## src/rtl/trap_pkg.sv

```systemverilog
// Shared definitions for the machine-mode trap controller.
//   state_e        : trap FSM states
//   CAUSE_*        : mcause values for the two interrupt sources
//   TMR_ADDR_*     : word addresses of the memory-mapped timer registers
package trap_pkg;

    typedef enum logic [1:0] {
        ST_IDLE    = 2'd0,
        ST_TRAP    = 2'd1,
        ST_HANDLER = 2'd2,
        ST_RETURN  = 2'd3
    } state_e;

    localparam logic [31:0] CAUSE_MEI = 32'h8000_000B;
    localparam logic [31:0] CAUSE_MTI = 32'h8000_0007;

    localparam logic [1:0] TMR_ADDR_CMP_LO  = 2'd0;
    localparam logic [1:0] TMR_ADDR_CMP_HI  = 2'd1;
    localparam logic [1:0] TMR_ADDR_TIME_LO = 2'd2;
    localparam logic [1:0] TMR_ADDR_TIME_HI = 2'd3;

endpackage

```

## src/rtl/trap_ctrl_machine_timer.sv

```systemverilog
// Machine timer: prescaled 64-bit mtime, 64-bit mtimecmp, registered compare.
// Ports:
//   clk, reset            : clock, synchronous active-high reset
//   tmr_wr/addr/wdata     : register write port from the LSU
//   tmr_rdata             : combinational read of the register at tmr_addr
//   mip_mtip              : registered (mtime >= mtimecmp)
module machine_timer
    import trap_pkg::*;
#(
    parameter int unsigned TICK_DIV = 1
) (
    input  logic        clk,
    input  logic        reset,
    input  logic        tmr_wr,
    input  logic [1:0]  tmr_addr,
    input  logic [31:0] tmr_wdata,
    output logic [31:0] tmr_rdata,
    output logic        mip_mtip
);

    localparam logic [31:0] PRESC_MAX = 32'(TICK_DIV - 1);

    logic [31:0] presc_q, presc_d;
    logic [63:0] mtime_q, mtime_d;
    logic [63:0] mtimecmp_q, mtimecmp_d;
    logic        mtip_q, mtip_d;
    logic        tick_s;

    // Next-state for prescaler, mtime and mtimecmp; writes to mtime beat the tick.
    always_comb begin
        tick_s     = (presc_q == PRESC_MAX);
        presc_d    = tick_s ? 32'd0 : presc_q + 32'd1;
        mtime_d    = tick_s ? mtime_q + 64'd1 : mtime_q;
        mtimecmp_d = mtimecmp_q;
        mtip_d     = (mtime_q >= mtimecmp_q);
        if (tmr_wr) begin
            case (tmr_addr)
                TMR_ADDR_CMP_LO:  mtimecmp_d = {mtimecmp_q[63:32], tmr_wdata};
                TMR_ADDR_CMP_HI:  mtimecmp_d = {tmr_wdata, mtimecmp_q[31:0]};
                TMR_ADDR_TIME_LO: mtime_d    = {mtime_q[63:32], tmr_wdata};
                TMR_ADDR_TIME_HI: mtime_d    = {tmr_wdata, mtime_q[31:0]};
                default:          mtimecmp_d = mtimecmp_q;
            endcase
        end else begin
            mtimecmp_d = mtimecmp_q;
        end
    end

    // Timer state registers.
    always_ff @(posedge clk) begin
        if (reset) begin
            presc_q    <= 32'd0;
            mtime_q    <= 64'd0;
            mtimecmp_q <= 64'hFFFF_FFFF_FFFF_FFFF;
            mtip_q     <= 1'b0;
        end else begin
            presc_q    <= presc_d;
            mtime_q    <= mtime_d;
            mtimecmp_q <= mtimecmp_d;
            mtip_q     <= mtip_d;
        end
    end

    // Read mux over the four timer words.
    always_comb begin
        case (tmr_addr)
            TMR_ADDR_CMP_LO:  tmr_rdata = mtimecmp_q[31:0];
            TMR_ADDR_CMP_HI:  tmr_rdata = mtimecmp_q[63:32];
            TMR_ADDR_TIME_LO: tmr_rdata = mtime_q[31:0];
            TMR_ADDR_TIME_HI: tmr_rdata = mtime_q[63:32];
            default:          tmr_rdata = 32'd0;
        endcase
    end

    assign mip_mtip = mtip_q;

endmodule

```

## src/rtl/trap_ctrl.sv

```systemverilog
// Machine-mode trap controller: external-interrupt synchroniser, interrupt
// arbitration and the trap-entry / mret-return sequencing FSM.
// Ports:
//   clk, reset                      : clock, synchronous active-high reset
//   ext_irq                         : asynchronous level external interrupt
//   mstatus_mie, mie_mtie, mie_meie : enables from the CSR file
//   valid_MW, is_mret_MW            : MW-stage instruction qualifiers
//   tmr_*                           : timer register port
//   intr_expc, mcause               : trap capture strobe and cause to CSR file
//   mip_mtip, mip_meip              : pending mirrors for mip
//   flush, epc_sel                  : pipeline kill and PC redirect
module trap_ctrl
    import trap_pkg::*;
#(
    parameter int unsigned TICK_DIV = 1
) (
    input  logic        clk,
    input  logic        reset,
    input  logic        ext_irq,
    input  logic        mstatus_mie,
    input  logic        mie_mtie,
    input  logic        mie_meie,
    input  logic        valid_MW,
    input  logic        is_mret_MW,
    input  logic        tmr_wr,
    input  logic [1:0]  tmr_addr,
    input  logic [31:0] tmr_wdata,
    output logic [31:0] tmr_rdata,
    output logic        intr_expc,
    output logic [31:0] mcause,
    output logic        mip_mtip,
    output logic        mip_meip,
    output logic        flush,
    output logic        epc_sel
);

    logic        sync1_q, meip_q;
    state_e      state_q, state_d;
    logic [31:0] mcause_q, mcause_d;
    logic        intr_expc_q, flush_q, epc_sel_q;
    logic        ext_pend_s, tmr_pend_s, take_s, mret_s;

    machine_timer #(.TICK_DIV(TICK_DIV)) u_timer (
        .clk       (clk),
        .reset     (reset),
        .tmr_wr    (tmr_wr),
        .tmr_addr  (tmr_addr),
        .tmr_wdata (tmr_wdata),
        .tmr_rdata (tmr_rdata),
        .mip_mtip  (mip_mtip)
    );

    // Two-flop synchroniser for the asynchronous external interrupt line.
    always_ff @(posedge clk) begin
        if (reset) begin
            sync1_q <= 1'b0;
            meip_q  <= 1'b0;
        end else begin
            sync1_q <= ext_irq;
            meip_q  <= sync1_q;
        end
    end

    assign ext_pend_s = meip_q & mie_meie;
    assign tmr_pend_s = mip_mtip & mie_mtie;
    // Bubbles never trap, so mepc always captures a real instruction.
    assign take_s     = valid_MW & mstatus_mie & (ext_pend_s | tmr_pend_s);
    assign mret_s     = valid_MW & is_mret_MW;

    // FSM next state; in IDLE an interrupt outranks a simultaneous mret.
    always_comb begin
        state_d  = state_q;
        mcause_d = mcause_q;
        case (state_q)
            ST_IDLE: begin
                if (take_s) begin
                    state_d  = ST_TRAP;
                    mcause_d = ext_pend_s ? CAUSE_MEI : CAUSE_MTI;
                end else if (mret_s) begin
                    state_d = ST_RETURN;
                end else begin
                    state_d = ST_IDLE;
                end
            end
            ST_TRAP:    state_d = ST_HANDLER;
            ST_HANDLER: begin
                if (mret_s) begin
                    state_d = ST_RETURN;
                end else begin
                    state_d = ST_HANDLER;
                end
            end
            ST_RETURN:  state_d = ST_IDLE;
            default:    state_d = ST_IDLE;
        endcase
    end

    // FSM state and strobes; strobes are decoded from the next state so they
    // are high exactly during the TRAP / RETURN cycles.
    always_ff @(posedge clk) begin
        if (reset) begin
            state_q     <= ST_IDLE;
            mcause_q    <= 32'd0;
            intr_expc_q <= 1'b0;
            flush_q     <= 1'b0;
            epc_sel_q   <= 1'b0;
        end else begin
            state_q     <= state_d;
            mcause_q    <= mcause_d;
            intr_expc_q <= (state_d == ST_TRAP);
            flush_q     <= (state_d == ST_TRAP) || (state_d == ST_RETURN);
            epc_sel_q   <= (state_d == ST_TRAP) || (state_d == ST_RETURN);
        end
    end

    assign mip_meip  = meip_q;
    assign mcause    = mcause_q;
    assign intr_expc = intr_expc_q;
    assign flush     = flush_q;
    assign epc_sel   = epc_sel_q;

endmodule

```

## config.mk

```make
export PLATFORM = sky130hd
export DESIGN_NAME = trap_ctrl
export DESIGN_NICKNAME = d
export VERILOG_FILES = /design/src/rtl/trap_pkg.sv /design/src/rtl/trap_ctrl_machine_timer.sv /design/src/rtl/trap_ctrl.sv
export SDC_FILE = /design/constraint.sdc
export NUM_CORES = 1
export LEC_CHECK = 0
export ABC_AREA = 1
export CAP_MARGIN = 10
export CORE_MARGIN = 4
export CORE_UTILIZATION = 50
export DETAILED_ROUTE_END_ITERATION = 10
export PLACE_DENSITY = 0.74
export SLEW_MARGIN = 30
export SYNTH_ARGS = -nofsm -noshare
export SYNTH_HDL_FRONTEND = slang
export SYNTH_HIERARCHICAL = 1
export SYNTH_SLANG_ARGS = --single-unit
```

## constraint.sdc

```tcl
create_clock -name clk -period 4.2 [get_ports clk]
set_input_delay 0.42 -clock clk [delete_from_list [all_inputs] [get_ports clk]]
set_output_delay 0.42 -clock clk [all_outputs]
set_load 0.1 [all_outputs]
```

# == Yosys cells after proc, flatten, opt, wreduce, memory -nomap -nowiden ==
# Cells that the tools add are included.
# word_totals
reg_bits,199
inputBits,43
out_inout_bits,69
# op_classes
add_sub_neg,2
order_cmp,1
eq_ne,10
mux,10
bitwise,8
reduce_logical,8
# op_table
operator,n
$pmux W64 S2,2
$mux W64,2
$pmux W32 S4,1
$add A64 B1 Y64 const B,1
$ge A64 B64 Y1,1
$add A32 B1 Y32 const B,1
$logic_not A32 Y1,1
$eq A2 B2 Y1 const B,5
$pmux W2 S4,1
$eq A2 B1 Y1 const B,3
$reduce_and A3 Y1,2
$and A1 B1 Y1,5
$logic_not A2 Y1,2
$mux W2,2
$mux W4,1
$ne A2 B2 Y1 const B,2
$not A1 Y1,2
$reduce_and A2 Y1,1
$reduce_or A2 Y1,1
$logic_or A1 B1 Y1,1
$mux W1,1
$or A1 B1 Y1,1

# == Depth between registers and ports, before layout ==
# logic_depth
ltp_word,7
mapped_depth,16
mapped_depth_nobuf,16

# == Hierarchy ==
# The synthesis kept the hierarchy.
# by_module_without_submodules
module,n_inst,cells_per_inst,area_each_um2
machine_timer,1,1929,11818.8
trap_ctrl,1,78,578.1

# == Least setup slack after synthesis ==
# No wires, ideal clock.
# synth_path
path_type,input to output
startpoint,input port tmr_addr[0]
endpoint,output port tmr_rdata[11]
arrival_time_ps,3217
path_slack_ps,563
path_stages,6
n_path_buf,3
cell_sequence,buf_2 > nor2_1 > inv_1 > clkbuf_1 > clkbuf_1 > o21ai_0
# synth_via
elab_chain_cells,2
elab_cells_between_ends,5
classes_between,3 x eq/ne; 1 x mux; 1 x reduce/logical
# synth_lines
item,line,source
"start, declared",trap_ctrl.sv:26,"input logic [1:0] tmr_addr,"
"$eq A2 B2 Y1, or another cell as far along",trap_ctrl_machine_timer.sv:66,case (tmr_addr)
$pmux W32 S4 *,trap_ctrl_machine_timer.sv:66,
"end, declared",trap_ctrl.sv:28,"output logic [31:0] tmr_rdata,"
# Mark *: on every way between the ends. The rest lies on a longest branch, timed or not.

# == Final worst setup path ==
# layout_path
startpoint,input port tmr_addr[0]
endpoint,output port tmr_rdata[13]
# The elaborated chain is that of the path after synthesis.

==> reports/qor.yml <==
pwr:
  internal-power_w: 0.00283
  peakVddDrop_mv: 0.245
  p_leak_nw: 6.19
  p_seq_share_pct: 39.6
  p_sw_w: 0.00155
  power_density_mw_per_mm2: 311
  swShare_pct: 35.5
  power_frac_comb_pct: 21.2
  p_clk_share_pct: 39.2
floorplan:
  fp.dieW_um: 165
  num_io_pins: 112
  die_y_um: 165
  die-area_mm2: 0.0274
  core.rowCount: 57
  start_util_pct: 50.8
  core_area_mm2: 0.0244
clocking:
  ctsLongestPathBuffers: 2
  htree_levels: 4
  clk_pin_slew_ns: 0.07
  cts_buffers: 17
  cts_tree: "built"
  clk_latency_ns: 0.45
  hold_buffers: 0
  cts.root.buffer_cell: "clkbuf_16"
  ctsResizeCount: 0
  numClockSinks: 169
  post_cts_buffers: 0
critical_path:
  cp_max_fo: 38
  end_kind: "output port"
  critical_path_buf_inv_count: 3
  cp_top_family: "buffers and inverters"
  worstSetupStartpointType: "primary input"
  cp_slowest_cell: "clkdlybuf4s50_1"
  cp_data_required_time_ns: 3.78
  cpPeakStageDelay_ns: 0.61
  worstSetupPathType: "in2out"
  crit_chain: "clkdlybuf4s50_1 -> nand2_1 -> buf_4 -> o22ai_1 -> a21oi_1 -> o21ai_0 -> buf_12"
  critical_path_arrival_ns: 2.39
placement:
  dp.final_hpwl_um: 33500
  gp_congestion: 1.01
  portBuffers: 84
routing:
  viasPerCell: 5.68
  first_pass_iters: 6
  drc: 0
  routed_wl_um: 44300
  ant_nets: 0
  avgRoutedWirePerCell_um: 18.5
  vias: 13600
  first_iter_violations: 1346
global_route:
  grtUsageMet1_pct: 44.6
  first_global_vias: 12300
  overflow: 0
  grt_use_met3_pct: 7.07
  grt_antenna_before_repair: 1
  use_met2_pct: 50.2
  grt_pass1_wl_um: 68600
  gr-max-usage-layer: "met2"
  grt_start_max_net_pins: 65
  grtUsageTotal_pct: 32.2
timing:
  slew_headroom_pct: 33.4
  layout_min_cycle_time_ns: 2.81
  fin_skew_ns: 0.0136
  hold_viol: 0
  min_period_over_period_pct: 66.9
  fin_setup_tns_ns: 0
  rsz0062_at_grt: "no"
  tightest_slew_ns: 0.996
  clock.fmax_ghz: 0.356
  finalSetupViolCount: 0
  report.final.slew_viol_count: 0
cells_and_area:
  fin_nets: 2165
  drive_gt1_share_pct: 7.02
  antenna_cells: 0
  area_growth_pct: 13.8
  postLayoutCoreUtil_pct: 57.8
worst_hold_path:
  hp-class: "reg2reg"
yosys:
  avgSynthCellArea_um2: 6.18
  synth_edf_count: 0
  synth-seq-cells: 169
  ys_warn_count: 6
  syn_area_mm2: 0.0124
  yosys.area.top_type_share_pct: 27.3
  yosys.cell_types.count: 46
  synth_top_area_cell: "dfxtp_1"
  async_reset_ff_share_pct: 0
  postSynthCellCount: 2007
  yosysSeqAreaShare_pct: 27.3
  ys_top_cells_by_area: "dfxtp_1 27%, nand2_1 16%, a21oi_1 7.5%, o21ai_0 7.3%, inv_1 7.3%"
  synthFlopType: "dfxtp_1"
status:
  status: "complete, no violations"
flow_run:
  maxCapViolations: 0
[final timing paths]
| kind | startpoint | to | slack, ns | cells past startpoint |
|---|---|---|---|---|
| worst max-delay path | tmr_addr[0] | tmr_rdata[13] | 1.39 | 7 |
| worst min-delay path | sync1_q | mip_meip | 0.40 | 2 |
| worst max register to register | u_timer/presc_q[0] | u_timer/mtime_q[23] | 1.49 | 11 |
| worst min register to register | sync1_q | mip_meip | 0.40 | 2 |
[tightest hold or removal path, cell delays in order, from the launching register on]
cell and delay (ns):
dfxtp_1 0.30, inv_1 0.04, nor2_1 0.03
[synthesized netlist by cell type, types with 8 or more instances]
cell      instances
nand2_1         530
inv_1           241
nor2_1          220
a21oi_1         186
o21ai_0         181
dfxtp_1         169
ha_1             70
nand3_1          68
clkbuf_1         50
buf_4            37
nand4_1          37
xor2_1           24
a22oi_1          23
o22ai_1          23
nor3_1           22
nor2_2           18
buf_2            12
nand2_2          11
nor2_4            9
o221ai_1          9
o211ai_1          8
[routing by layer]
metal | part of all wire, % | vias to the layer above | wire length, um
met3 | 9.0 | 86 | 4000
met5 | 0.045 | - | 20
met4 | 2.7 | 2 | 1200
met2 | 44 | 674 | 19300
li1 | - | 6607 | -
met1 | 45 | 6211 | 19800
[layout make-up]
class                   count  area [um^2]
multi-input cells        1512         7660
fillers                  2470        10300
clock buffers              18          439
repair buffers            102         1100
clock inverters            14          178
well taps                 324          405
flip-flops and latches    169         3380
inverters                 250          940
[placed cells by master, fill, tap and decap left out, drive strengths merged, types with 9 or more instances in the layout]
cell type / Yosys / routed
inv: 248 / 255
clkdlybuf4s50: 0 / 51
xor2: 24 / 24
clkbuf: 50 / 18
conb: 1 / 27
nor3: 25 / 25
o221ai: 9 / 9
o21ai: 185 / 185
a22oi: 23 / 23
a21oi: 187 / 187
dfxtp: 169 / 169
buf: 52 / 51
nand3: 70 / 70
nand4: 37 / 37
nor2: 248 / 248
nand2: 542 / 542
ha: 70 / 70
o22ai: 23 / 23
[cells by family after synthesis]
| group | synth area share [%] |
|---|---|
| flip-flops | 27.3 |
| AND/OR/NAND/NOR | 32.0 |
| other | 0.0302 |
| XOR/XNOR | 1.84 |
| buffers and inverters | 12.0 |
| AO/OA/AOI/OAI | 19.8 |
| adder cells (fa/ha/maj) | 7.06 |
[per-stage QoR]
stage                     total power, W  worst slack, ns  instances  hold WS [ns]  area, um^2
after CTS                        0.00439             1.42       2388         0.403       14100
after global routing             0.00453             1.26       2389         0.451       14100
after global placement           0.00267             1.35       2356         0.390       13500
final                            0.00439             1.39       2389         0.401       14100
after floorplan                  0.00242            0.563       2033         0.388       12500
after detailed placement         0.00269             1.21       2356         0.392       13500
[power groups by stage]
stage	Sequential [W]	Clock, W	Combinational, W
after global routing	0.00174	0.00179	0.000993
after global placement	0.00177	0	0.000905
after floorplan	0.00176	0	0.000664
final	0.00174	0.00172	0.000930
after detailed placement	0.00177	0	0.000918
after CTS	0.00173	0.00173	0.000921
[sequential cells by signal (all words and copies together), names as in the netlist]
signal,cells
intr_expc,1
mip_meip,1
u_timer/mtime_q,64
u_timer/mtimecmp_q,64
state_q,2
sync1_q,1
mcause,3
u_timer/mip_mtip,1
u_timer/presc_q,32
Power figures use the tool's default switching activity.
